--- src/rtl/shift_add_mult_datapath_if.sv ---
// Controller <-> datapath bundle for the shift-add multiplier.
// The controller drives operands and strobes; the datapath reports back
// the current multiplier bit, the loop flag and the product.
interface shift_add_mult_datapath_if;
    logic [31:0] multiplicand;
    logic [31:0] multiplier;
    logic        shr;
    logic        add;
    logic        incr;
    logic        write;
    logic        less32;
    logic [63:0] result;

    modport master (
        output multiplicand, multiplier, shr, add, incr,
        input  write, less32, result
    );

    modport slave (
        input  multiplicand, multiplier, shr, add, incr,
        output write, less32, result
    );
endinterface

--- src/rtl/shift_add_mult_datapath.sv ---
// Datapath of a 32x32 unsigned sequential shift-add multiplier.
// Holds the 64-bit product/multiplier register, a carry bit that keeps
// bit 64 alive between an add cycle and a later shift cycle, and a 6-bit
// iteration counter. Sequencing comes from an external controller.

// Generic two-input selector: y = sel ? b : a.
module mux_2x1 #(
    parameter int WIDTH = 1
) (
    input  logic             sel,
    input  logic [WIDTH-1:0] a,
    input  logic [WIDTH-1:0] b,
    output logic [WIDTH-1:0] y
);
    // Pure selection, no state.
    always_comb begin
        y = sel ? b : a;
    end
endmodule

// 32-bit unsigned ripple adder with carry in/out.
module adder_32b (
    input  logic [31:0] a,
    input  logic [31:0] b,
    input  logic        cin,
    output logic [31:0] sum,
    output logic        cout
);
    // Full-width add; the carry out becomes the product's bit 64.
    always_comb begin
        {cout, sum} = {1'b0, a} + {1'b0, b} + {32'h0, cin};
    end
endmodule

// 6-bit incrementer-style adder; wraps modulo 64.
module adder_6b (
    input  logic [5:0] a,
    input  logic [5:0] b,
    input  logic       cin,
    output logic [5:0] sum
);
    // Carry out is intentionally dropped so the counter wraps 63 -> 0.
    always_comb begin
        sum = a + b + {5'h0, cin};
    end
endmodule

module shift_add_mult_datapath (
    input  logic                          clk,
    input  logic                          rst,
    shift_add_mult_datapath_if.slave      bus
);
    logic [63:0] product;
    logic        carry;
    logic [5:0]  counter;
    logic [63:0] result_q;

    logic [31:0] addend;
    logic [31:0] sum;
    logic        c;
    logic [63:0] temp;
    logic        tc;
    logic [63:0] shifted;
    logic [63:0] next_product;
    logic        next_carry;
    logic [5:0]  inc;
    logic [5:0]  next_counter;

    // Add stage: optionally add the multiplicand into the high half.
    mux_2x1 #(.WIDTH(32)) u_addend_mux (
        .sel (bus.add),
        .a   (32'h0),
        .b   (bus.multiplicand),
        .y   (addend)
    );

    adder_32b u_hi_adder (
        .a    (addend),
        .b    (product[63:32]),
        .cin  (1'b0),
        .sum  (sum),
        .cout (c)
    );

    assign temp = {sum, product[31:0]};

    // Without an add this cycle, the stored carry from an earlier add is
    // the bit that must shift into position 63.
    mux_2x1 #(.WIDTH(1)) u_tc_mux (
        .sel (bus.add),
        .a   (carry),
        .b   (c),
        .y   (tc)
    );

    // Shift stage: add happens first, then the 65-bit value shifts right.
    assign shifted = {tc, temp[63:1]};

    mux_2x1 #(.WIDTH(64)) u_product_mux (
        .sel (bus.shr),
        .a   (temp),
        .b   (shifted),
        .y   (next_product)
    );

    mux_2x1 #(.WIDTH(1)) u_carry_mux (
        .sel (bus.shr),
        .a   (tc),
        .b   (1'b0),
        .y   (next_carry)
    );

    // Iteration counter.
    adder_6b u_cnt_inc (
        .a   (counter),
        .b   (6'd1),
        .cin (1'b0),
        .sum (inc)
    );

    mux_2x1 #(.WIDTH(6)) u_counter_mux (
        .sel (bus.incr),
        .a   (counter),
        .b   (inc),
        .y   (next_counter)
    );

    // State update; reset doubles as the load/start command and wins over strobes.
    always_ff @(posedge clk) begin
        if (rst) begin
            product  <= {32'h0, bus.multiplier};
            carry    <= 1'b0;
            counter  <= 6'd0;
            result_q <= 64'h0;
        end else begin
            product  <= next_product;
            carry    <= next_carry;
            counter  <= next_counter;
            result_q <= next_product;
        end
    end

    assign bus.write  = product[0];
    assign bus.less32 = ~counter[5];
    assign bus.result = result_q;
endmodule

--- src/flat_wrapper.sv ---
// flat-port wrapper written by rule: the top's interface ports become plain ports
module shift_add_mult_datapath_flat 
  (clk, rst, bus_multiplicand, bus_multiplier, bus_shr, bus_add, bus_incr, bus_write, bus_less32, bus_result);
  shift_add_mult_datapath_if bus_i ();
  input  logic clk;
  input  logic rst;
  input wire logic [$bits(bus_i.multiplicand)-1:0] bus_multiplicand;
  input wire logic [$bits(bus_i.multiplier)-1:0] bus_multiplier;
  input wire logic [$bits(bus_i.shr)-1:0] bus_shr;
  input wire logic [$bits(bus_i.add)-1:0] bus_add;
  input wire logic [$bits(bus_i.incr)-1:0] bus_incr;
  output wire logic [$bits(bus_i.write)-1:0] bus_write;
  output wire logic [$bits(bus_i.less32)-1:0] bus_less32;
  output wire logic [$bits(bus_i.result)-1:0] bus_result;
  assign bus_i.multiplicand = bus_multiplicand;
  assign bus_i.multiplier = bus_multiplier;
  assign bus_i.shr = bus_shr;
  assign bus_i.add = bus_add;
  assign bus_i.incr = bus_incr;
  assign bus_write = bus_i.write;
  assign bus_less32 = bus_i.less32;
  assign bus_result = bus_i.result;
  shift_add_mult_datapath u_core (.clk(clk), .rst(rst), .bus(bus_i));
endmodule
--- config.mk ---
export PLATFORM = sky130hd
export DESIGN_NAME = shift_add_mult_datapath_flat
export DESIGN_NICKNAME = d
export VERILOG_FILES = /design/src/rtl/shift_add_mult_datapath_if.sv /design/src/rtl/shift_add_mult_datapath.sv /design/src/flat_wrapper.sv
export SDC_FILE = /design/constraint.sdc
export NUM_CORES = 1
export LEC_CHECK = 0
export ABC_AREA = 0
export BUFFER_PORTS_ARGS = -buffer_cell sky130_fd_sc_hd__buf_2
export CORE_MARGIN = 2
export CORE_UTILIZATION = 40
export CTS_CLUSTER_SIZE = 24
export DETAILED_ROUTE_END_ITERATION = 12
export RECOVER_POWER = 25
export SLEW_MARGIN = 20
export SYNTH_ARGS = -nofsm -noshare
export SYNTH_HDL_FRONTEND = slang
export SYNTH_SLANG_ARGS = --single-unit
--- constraint.sdc ---
create_clock -name clk -period 8.1 [get_ports clk]
set_input_delay 1.62 -clock clk [delete_from_list [all_inputs] [get_ports clk]]
set_output_delay 1.62 -clock clk [all_outputs]
set_load 0.02 [all_outputs]
==> impl_metrics.yaml <==
outcome:
  status: "finished, final reports clean"
floorplanning:
  initial_core_util_pct: 40.6
  core_area_um2: 14500
  die-area_um2: 15700
  die_h_um: 125
  die_x_um: 125
  std_cell_rows: 44
  io_pins: 135
clock_tree:
  cts_resized: 0
  clkTransAtPathRegs_ns: 0.07
  cts_hold_buf: 0
  cts_tree: "done"
  numCtsBuffers: 9
  clkSinkCount: 103
  cts_root_buf: "clkbuf_16"
  clock_latency_ns: 0.35
  cts_max_path_buffers: 2
  htree_levels: 3
  cts_setup_buffers: 0
layout:
  areaGrowthSynthToFinish_pct: 13.8
  final_core_util_pct: 46.3
  n_fill_cell: 1445
  final_cells: 913
  layout.nets: 827
  drive_gt1_share_pct: 25.6
timing:
  final.setup.worst_slack_ns: 3.78
  grt_setup_unrepaired: "false"
  fmax_mhz: 232
  setup-tns-final_ns: 0
  final.period_utilization_pct: 53.3
  setup_viol: 0
  slew_headroom_pct: 45.3
  fin_crit_ns: 4.32
  slew_violations: 0
  skew_ns: 0.00870
  tightest_slew_ns: 0.821
  finalHoldViolations: 0
route:
  met2RoutedLength_um: 6190
  met3WireLength_um: 1360
  top_layer_used: "met4"
  routed_wl_um: 13700
  route.detailed.drc: 0
  wirelength_met1_um: 5860
  first_pass_iters: 5
  vias: 4764
  ant_nets: 0
  drt_iter0_markers: 229
  via_per_inst: 5.22
  avgRoutedWirePerCell_um: 15.0
min_path:
  hold_class: "flop to flop"
critical_path:
  cp_data_arrival_time_ns: 4.56
  cp-start-kind: "input port"
  r2r_slack_ns: 5.21
  cp-end-kind: "flop"
  crit_type: "input port to flop"
  cp_max_fo: 34
  cp_data_required_time_ns: 8.34
logic_synthesis:
  synth_top_area_share_pct: 35.0
  async_reset_ff_share_pct: 0
  synth-edff-count: 0
  syn_area_um2: 5880
  syn-instance-count: 638
  synth.most_common_cell: "dfxtp_1"
  synth_seq_cells: 103
  synth.avg_cell_area_um2: 9.22
  synth_nets: 741
  yosysTopAreaCell: "dfxtp_1"
  yosys-top-cells-area: "dfxtp_1 (35%), mux2_2 (12%), ha_1 (7.0%), buf_4 (4.1%), and2_1 (3.8%)"
  synth_warnings: 0
  ys_top_cells_by_count: "dfxtp_1 (103), mux2_2 (65), nor2_1 (47)"
  ys_types: 61
  seq_area_frac_synth_pct: 35.0
  synth_top_flop_cell: "dfxtp_1"
pwr:
  vdd_ir_drop_max_mv: 0.110
  p_leak_nw: 2.91
  p_comb_share_pct: 29.2
  p_int_mw: 0.997
  seq_power_share_pct: 40.9
  power_switching_mw: 0.473
  p_sw_share_pct: 32.2
  power_density_nw_per_um2: 220
  clkPwrFrac_pct: 29.9
grt:
  grt_use_total_pct: 17.4
  grt_max_degree: 77
  grt_pass1_wl_um: 22700
  first_global_vias: 4896
  antenna_found_initial: 2
  grt_overflow: 0
place:
  post-place-cells: 897
  place_congestion: 0.857
  post-place-ws_ns: 3.42
  dpl.hpwl_um: 10000
  io_buffers: 134
job:
  drv_cap: 0
power groups by stage:
stage / clock network [mW] / logic, mW / registers, mW
floorplan: 0 / 0.336 / 0.627
global placement: 0 / 0.430 / 0.611
detailed placement: 0 / 0.436 / 0.613
CTS: 0.456 / 0.439 / 0.602
global route: 0.476 / 0.475 / 0.609
finish: 0.440 / 0.429 / 0.601
worst paths after layout:
check,to,cells after the start,startpoint
setup / recovery,u_core.bus.result[49],11,bus_add
hold / removal,u_core.counter[5],2,u_core.counter[5]
setup reg to reg,u_core.bus.result[49],9,u_core.bus.result[32]
hold reg to reg,u_core.counter[5],2,u_core.counter[5]
critical path, cell delays in order:
cell      delay (ns)
buf_2           0.27
and2_1          0.22
ha_1            0.23
fa_1            0.43
a211oi_1        0.34
o21ai_1         0.16
a21oi_2         0.27
o211ai_1        0.17
a221oi_1        0.35
xnor2_1         0.14
a221o_1         0.35
cell families (layout without fill, tap and decap cells):
family	after synthesis	after routing	synth area share, %
AO/OA/AOI/OAI	134	134	15.4
XOR/XNOR	28	28	4.17
adder cells (fa/ha/maj)	34	34	7.36
buffers and inverters	72	161	6.70
flip-flops	103	103	35.0
multiplexers	73	73	13.8
other	0	2	0
AND/OR/NAND/NOR	194	194	17.5
cells in the final DEF, fill, tap and decap left out, types with 27 or more instances in the layout:
| master | n |
|---|---|
| and2_1 | 36 |
| clkbuf_1 | 42 |
| nand2_1 | 27 |
| nor2b_1 | 35 |
| a21oi_1 | 41 |
| mux2_2 | 65 |
| ha_1 | 33 |
| nor2_1 | 47 |
| dfxtp_1 | 103 |
| buf_2 | 91 |
routing by layer:
layer,GRT usage (%),up-vias
met3,6.85,20
met2,29.2,163
met4,5.82,0
li1,-,2391
met5,0,-
met1,20.5,2190
final cells by class:
cell class | instances | area [um2] | share of cell area (%)
Multi-Input combinational cell | 463 | 3430 | 51.2
Tap cell | 184 | 230 | 3.44
Timing Repair Buffer | 136 | 636 | 9.49
Inverter | 11 | 41.3 | 0.616
Clock inverter | 4 | 56.3 | 0.841
Antenna cell | 2 | 5.00 | 0.0747
Sequential cell | 103 | 2060 | 30.8
Clock buffer | 10 | 239 | 3.57
sequential cells by signal, summed over array words and instances (netlist names):
name / count
u_core.bus.result: 64
u_core.carry: 1
u_core.counter: 6
u_core.product: 32
stage by stage:
step | instance area, um2 | power [mW] | hold slack, ns
final | 6700 | 1.47 | 0.488
after floorplan | 5880 | 0.963 | 0.458
after detailed placement | 6450 | 1.05 | 0.479
after global placement | 6450 | 1.04 | 0.471
after CTS | 6750 | 1.50 | 0.492
after global routing | 6690 | 1.56 | 0.518
(Power assumes the default switching activity.)
